**src/rtl/uart_tx_fifo.sv**
```systemverilog
// uart_tx_fifo: buffered 8N1 UART transmitter.
// Bytes queue in a circular FIFO and go out LSB-first, frames back-to-back.
module uart_tx_fifo #(
  parameter int CLK_FREQ = 50000000,
  parameter int BAUD     = 115200,
  parameter int DEPTH    = 8
) (
  input  logic                   sys_clk,
  input  logic                   sys_rst_n,
  input  logic [7:0]             tx_data,
  input  logic                   tx_valid,
  output logic                   tx_ready,
  output logic [$clog2(DEPTH):0] fifo_level,
  output logic                   tx_busy,
  output logic                   tx_irq,
  output logic                   uart_tx
);

  localparam int DIV = CLK_FREQ / BAUD;
  localparam int AW  = $clog2(DEPTH);
  localparam int LW  = AW + 1;
  localparam int TW  = $clog2(DIV);

  localparam logic [TW-1:0] T_LAST = TW'(DIV - 1);
  localparam logic [LW-1:0] FULL   = LW'(DEPTH);

  localparam logic [1:0] S_IDLE  = 2'd0;
  localparam logic [1:0] S_START = 2'd1;
  localparam logic [1:0] S_DATA  = 2'd2;
  localparam logic [1:0] S_STOP  = 2'd3;

  logic [7:0]    mem [DEPTH];
  logic [AW-1:0] wr_ptr;
  logic [AW-1:0] rd_ptr;
  logic [LW-1:0] level;

  logic [1:0]    state;
  logic [TW-1:0] timer;
  logic [2:0]    idx;
  logic [7:0]    shift;

  logic push;
  logic pop;
  logic bit_end;

  assign bit_end = (timer == T_LAST);
  assign push    = tx_valid && (level < FULL);
  assign pop     = (level != '0) &&
                   ((state == S_IDLE) ||
                    ((state == S_STOP) && bit_end));

  assign tx_ready   = (level < FULL);
  assign fifo_level = level;
  assign tx_busy    = (state != S_IDLE);
  assign tx_irq     = (state == S_STOP) && bit_end;

  // FIFO storage; contents need no reset, the level gates every read
  always_ff @(posedge sys_clk) begin
    if (push) mem[wr_ptr] <= tx_data;
  end

  // Pointers wrap modulo DEPTH; level tracks occupancy 0..DEPTH
  always_ff @(posedge sys_clk or negedge sys_rst_n) begin
    if (!sys_rst_n) begin
      wr_ptr <= '0;
      rd_ptr <= '0;
      level  <= '0;
    end else begin
      if (push) wr_ptr <= wr_ptr + 1'b1;
      if (pop)  rd_ptr <= rd_ptr + 1'b1;
      unique case ({push, pop})
        2'b10:   level <= level + 1'b1;
        2'b01:   level <= level - 1'b1;
        default: level <= level;
      endcase
    end
  end

  // Frame sequencer; the line is registered so it never glitches
  always_ff @(posedge sys_clk or negedge sys_rst_n) begin
    if (!sys_rst_n) begin
      state   <= S_IDLE;
      timer   <= '0;
      idx     <= '0;
      shift   <= '0;
      uart_tx <= 1'b1;
    end else begin
      unique case (state)
        S_IDLE: begin
          timer   <= '0;
          uart_tx <= 1'b1;
          if (pop) begin
            shift   <= mem[rd_ptr];
            state   <= S_START;
            uart_tx <= 1'b0;
          end
        end
        S_START: begin
          if (bit_end) begin
            timer   <= '0;
            idx     <= '0;
            state   <= S_DATA;
            uart_tx <= shift[0];
          end else begin
            timer <= timer + 1'b1;
          end
        end
        S_DATA: begin
          if (bit_end) begin
            timer <= '0;
            shift <= {1'b0, shift[7:1]};
            idx   <= idx + 1'b1;
            if (idx == 3'd7) begin
              state   <= S_STOP;
              uart_tx <= 1'b1;
            end else begin
              uart_tx <= shift[1];
            end
          end else begin
            timer <= timer + 1'b1;
          end
        end
        S_STOP: begin
          if (bit_end) begin
            timer <= '0;
            if (pop) begin
              shift   <= mem[rd_ptr];
              state   <= S_START;
              uart_tx <= 1'b0;
            end else begin
              state   <= S_IDLE;
              uart_tx <= 1'b1;
            end
          end else begin
            timer <= timer + 1'b1;
          end
        end
        default: begin
          state   <= S_IDLE;
          uart_tx <= 1'b1;
        end
      endcase
    end
  end

endmodule
```
**config.mk**
```make
export PLATFORM = sky130hd
export DESIGN_NAME = uart_tx_fifo
export DESIGN_NICKNAME = d
export VERILOG_FILES = /design/src/rtl/uart_tx_fifo.sv
export SDC_FILE = /design/constraint.sdc
export NUM_CORES = 1
export LEC_CHECK = 0
export BUFFER_PORTS_ARGS = -buffer_cell sky130_fd_sc_hd__clkbuf_2
export CAP_MARGIN = 20
export CORE_MARGIN = 1
export CORE_UTILIZATION = 61
export DETAILED_ROUTE_END_ITERATION = 7
export PLACE_DENSITY = 0.79
export SLEW_MARGIN = 0
export SYNTH_ARGS = -nofsm -noshare
export SYNTH_HDL_FRONTEND = slang
export SYNTH_SLANG_ARGS = --single-unit
```
**constraint.sdc**
```tcl
create_clock -name sys_clk -period 3.6 [get_ports sys_clk]
set_clock_uncertainty 0.1 [all_clocks]
set_input_delay 0.18 -clock sys_clk [delete_from_list [all_inputs] [get_ports sys_clk]]
set_output_delay 0.18 -clock sys_clk [all_outputs]
set_load 0.01 [all_outputs]
```
After elaboration in Yosys (flattened, before gate mapping)
Memories as Yosys holds them, arrays and structs flattened. Cells that the tools add are included. W data, S select, Z words.

Add/sub/neg operators: 6. $lt $le $gt $ge: 1. Equality and inequality tests: 12. Mux-type cells: 25. Reduce and logical (&&, ||, !) cells: 15.

Operators with widths (count): $mux W8 (3); $pmux W8 S3 (1); $pmux W9 S2 (1); $mux W2 (5); $ne A2 B2 Y1 const B (5); $add A3 B1 Y3 const B (3); $add A9 B1 Y9 const B (1); $eq A9 B9 Y1 const B (1); $mux W9 (1); $reduce_and A3 Y1 (3); $mux W1 (8); $pmux W2 S4 (1); $pmux W4 S2 (1); $eq A2 B2 Y1 const B (3); $mux W3 (2); $pmux W3 S2 (1); $reduce_bool A2 Y1 (3); $reduce_and A5 Y1 (1); $add A4 B1 Y4 const B (1); $eq A2 B1 Y1 const B (2); $lt A4 B4 Y1 const B (1); $pmux W1 S4 (1); $reduce_bool A4 Y1 (1); $sub A4 B1 Y4 const B (1); other kinds (6) (8).

Register bits: 33. Bits in writable memories: 64. Input bits: 11. Output and inout port bits: 8. Word-level logic and storage cells: 68. Memories kept: 1.

Memories: mem (words 8, bits a word 8, rd ports 1, clocked after memory_dff 0, write ports 1, line 32) `logic [7:0] mem [DEPTH];`.

Depth between registers and ports, before layout
Depth after elaboration: 7. Gate-level depth with buffers: 13. Mapped depth without buffers: 12.

Worst setup path after synthesis
Ideal clock, no wire load.

Kind: reg2reg. From: reg state[0]. To: reg level[2] (netlist: fifo_level[2]). Library setup time: 0.134 ns. Arrival time: 2.350 ns. Path slack: 1.016 ns. Stages on the path, launching flop included: 13. Buffers on the path: 1. Path through: dfrtp_1 inv_1 ha_1 a31oi_2 nor2_2 ha_1 clkbuf_1 xor2_1 ha_1 a21oi_1 xor2_1 nor2_1 xor2_1.

Longest elaborated chain between the ends: 6. Elaborated cells between the ends (all ways): 9. Classes of those cells: eq/ne: 3; mux: 1; reduce/logical: 5.

RTL lines: from (decl) (line 37) `logic [1:0] state;`; from (signal assigned) (line 82) `state <= S_IDLE;`; from (signal assigned) (line 94) `state <= S_START;`; from (signal assigned) (line 102) `state <= S_DATA;`; $eq A2 B2 Y1 (line 50) `((state == S_STOP) && bit_end));`; $logic_and A1 B1 Y1 (line 50); $logic_or A1 B1 Y1 (*) (line 49) `((state == S_IDLE) ||`; $logic_and A1 B1 Y1 (*) (line 48) `assign pop = (level != '0) &&`; named net pop (line 43) `logic pop;`; $eq A2 B1 Y1 / $eq A2 B2 Y1 (equally long branches) (line 71) `unique case ({push, pop})`; $pmux W4 S2 / $reduce_bool A2 Y1 (equally long branches); to (signal assigned) (line 72) `2'b10: level <= level + 1'b1;`; to (signal assigned) (line 73) `2'b01: level <= level - 1'b1;`; to (signal assigned) (line 74) `default: level <= level;`; to (decl) (line 35) `logic [LW-1:0] level;`.

Mark *: on every way through the listed nets, which the timed path passes. The rest lies on a longest branch. A chain may end at the register's enable or synchronous reset.

Final worst setup path
Ends and elaborated chain as after synthesis.

==> run_results.csv <==
group,metric,value,unit
floorplan,fp-row-count,30,
synth,ys_seq_area_share,64.7,%
synth,synth_top_cell_by_area,"edfxtp_1",
timing,hold_slack,0.165,ns
cts,clkSinkCount,97,
routing,viasPerCell,5.89,
timing,rsz0062_at_grt,"false",
synth,synth_cell_types,44,
floorplan,die_area,7300,um2
place,dpl.hpwl,4810,um
timing,fmax,361,MHz
synth,synthCells,269,
synth,synth_area_per_cell,15.8,um2
timing,worstMarginPinSlew,0.948,ns
cts,clk_latency,0.37,ns
worst_hold_path,hold_path.class,"input port to flop",
synth,synth_flop_cell,"edfxtp_1",
critical_path,cp_top_family,"adder cells",
critical_path,path_buf_inv,1,
critical_path,cp_slowest_stage_delay,0.43,ns
synth,async_flop_share,34.0,%
timing,slew_viol_final,0,
timing,setup_ws,0.833,ns
finish,num_antenna_cells,0,
timing,tns,0,ns
finish,drive_gt1_share,24.8,%
cts,cts_setup_buffers,0,
cts,cts_root_buffer,"clkbuf_8",
routing,dr.first_iter.drc_count,145,
synth,synthTopCellsByArea,"edfxtp_1 (45%), dfrtp_1 (19%), mux4_2 (8.5%), ha_1 (4.1%), nor2_1 (1.7%)",
routing,firstDrtPassIters,4,
finish,final_cell_area,4700,um2
timing,fin_crit,2.77,ns
critical_path,required,3.75,ns
timing,setup_viol,0,
cts,path_clk_slew,0.10,ns
synth,ys_ff_latch,97,
power,p_per_area,512,nW/um2
finish,fin_util,69.6,%
global_route,antenna_found_initial,0,
power,leakage,1.75,nW
floorplan,initial_core_util,62.9,%
critical_path,crit_chain,"inv_1 -> ha_1 -> a31oi_2 -> nor2_2 -> ha_1 -> xor2_1 -> ha_1 -> a21oi_1 -> xor2_1 -> nor2_1 -> xor2_1",
synth,synth_warnings,0,
global_route,grt_pass1_vias,2369,
synth,synth_edf_count,64,
cts,cts_buffers,9,
flow_run,cap_violations,0,
power,ir_worst_vdd,0.352,mV
timing,maxSlewHeadroom,36.6,%
floorplan,die_h,85.5,um
place,placed_area,4420,um2
finish,area_growth,10.7,%
floorplan,ioPinCount,19,
global_route,grt-ovfl-total,0,
timing,hold_viol_final,0,
routing,wl_per_cell,18.7,um
run_status,status,"finished, final reports clean",
synth,synth_area,4250,um2
critical_path,cp-end-kind,"flop",
floorplan,die_w,85.5,um
synth,synth_top_area_share,45.2,%
global_route,grt_pass1_wl,12100,um
critical_path,slowest_stage,"dfrtp_1",
routing,vias,2278,
routing,drc_errors,0,
place,post-place-ws,0.864,ns
cts,cts_tree,"done",
finish,final_nets,327,
global_route,grt_usage,22.7,%
cts,clockBufferDepth,2,
floorplan,core,6760,um2
routing,detail-route-antenna-nets,0,
routing,drt_wl_total,7250,um
place,place.gp.congestion,0.786,
critical_path,arrival,2.92,ns
critical_path,worstSetupStartpointType,"flop",
cts,cts_resized,0,
critical_path,crit_type,"flop to flop",
cts,htreeDepth,3,
timing,layout_worst_path_cycle_share,76.9,%
global_route,grt_max_degree,34,
place,io_buffer_count,18,
critical_path,crit_path_max_fanout,6,
synth,synth_fp_nets,294,
## cell families after synthesis
group,synth area share (%)
AOI/OAI and AO/OA,7.04
xor gates and xnor gates,3.09
adders and majority gates,4.12
buffers and inverters,2.09
DFF,64.7
muxes,11.5
and+or+nand+nor,7.48
## layout make-up
class	instances	area [um2]
clock buffer	9	124
clock inverter	7	68.8
fill	451	2050
inverter	9	33.8
multi-input combinational	154	1420
sequential	97	2750
tap	80	100
timing repair buffer	31	210
## metrics by stage
step / cells / total power [mW]
after global routing: 387 / 2.51
after CTS: 387 / 2.42
after global placement: 362 / 1.72
final: 387 / 2.41
after floorplan: 269 / 1.61
after detailed placement: 362 / 1.74
## worst reg2reg max path, cell delays in order (launching register included)
cell and delay (ns):
dfrtp_1 0.43, inv_1 0.18, ha_1 0.35, a31oi_2 0.10, nor2_2 0.31, ha_1 0.36, xor2_1 0.11, ha_1 0.18
a21oi_1 0.16, xor2_1 0.16, nor2_1 0.07, xor2_1 0.14
## registers in the layout, summed over array words and instances (netlist names), 2 cells and up
name,flops
rd_ptr,3
mem,64
fifo_level,4
timer,9
idx,3
wr_ptr,3
shift,8
state,2
## synthesized netlist by cell type (5+ instances only)
cell	instances
o21ai_0	5
edfxtp_1	64
nor2_1	19
inv_1	9
a21oi_1	8
mux2i_1	6
mux2_2	6
nor2b_1	6
buf_2	5
dfrtp_1	32
mux4_2	16
o22a_1	6
xor2_1	8
ha_1	14
nand2_1	11
xnor2_1	7
## timing repair
item                                    4_1_cts  5_1_grt
hold buffers                                  9        0
endpoints found under the hold margin        91        0
endpoints found under the setup margin        0        0
## report_power, final
group          internal (mW)  switching, mW  leakage, nW  total [mW]
Clock                  0.271          0.417       0.0933       0.688
Combinational          0.140          0.171        0.679       0.311
Sequential              1.31         0.0964        0.981        1.41
## cells in the final DEF, fill, tap and decap left out, types with 2 or more instances in the layout
| master | n |
|---|---|
| nor2b_1 | 6 |
| clkbuf_2 | 18 |
| a22oi_1 | 4 |
| mux2_2 | 6 |
| a21oi_2 | 2 |
| a21o_1 | 2 |
| nor2_1 | 19 |
| mux4_2 | 16 |
| mux2i_1 | 6 |
| o22a_1 | 6 |
| nand3_1 | 4 |
| dlygate4sd3_1 | 9 |
| clkbuf_8 | 9 |
| edfxtp_1 | 64 |
| o22ai_1 | 2 |
| inv_1 | 9 |
| o21ai_0 | 5 |
| ha_1 | 14 |
| xor2_1 | 8 |
| a21oi_1 | 8 |
| nand2_1 | 11 |
| inv_8 | 4 |
| nor3_1 | 3 |
| clkinvlp_4 | 2 |
| or3_1 | 2 |
| nand2b_1 | 3 |
| xnor2_1 | 7 |
| a32o_1 | 2 |
| nor3_2 | 2 |
| or2_2 | 2 |
| dfrtp_1 | 32 |
| buf_4 | 4 |
## metal layers
layer | vias up | GRT usage, % | part of all wire [%]
li1 | 1087 | - | -
met1 | 1147 | 30.6 | 47
met2 | 29 | 36.5 | 49
met3 | 15 | 5.16 | 2.8
met4 | 0 | 8.64 | 1.9
met5 | - | 0 | 0
## final timing paths
kind	start	endpoint	slack, ns	cells after the start
worst max-delay path	state[0]$_DFFE_PN0P_	fifo_level[2]$_DFFE_PN0P_	0.83	11
worst min-delay path	tx_valid	wr_ptr[0]$_DFFE_PN0P_	0.17	3
min in group asynchronous	sys_rst_n	timer[4]$_DFF_PN0_	0.33	2
worst max register to register	state[0]$_DFFE_PN0P_	fifo_level[2]$_DFFE_PN0P_	0.83	11
max in group asynchronous	sys_rst_n	shift[4]$_DFFE_PN0P_	2.56	2
worst min register to register	timer[0]$_DFF_PN0_	timer[0]$_DFF_PN0_	0.39	1
Power figures use the tool's default switching activity.
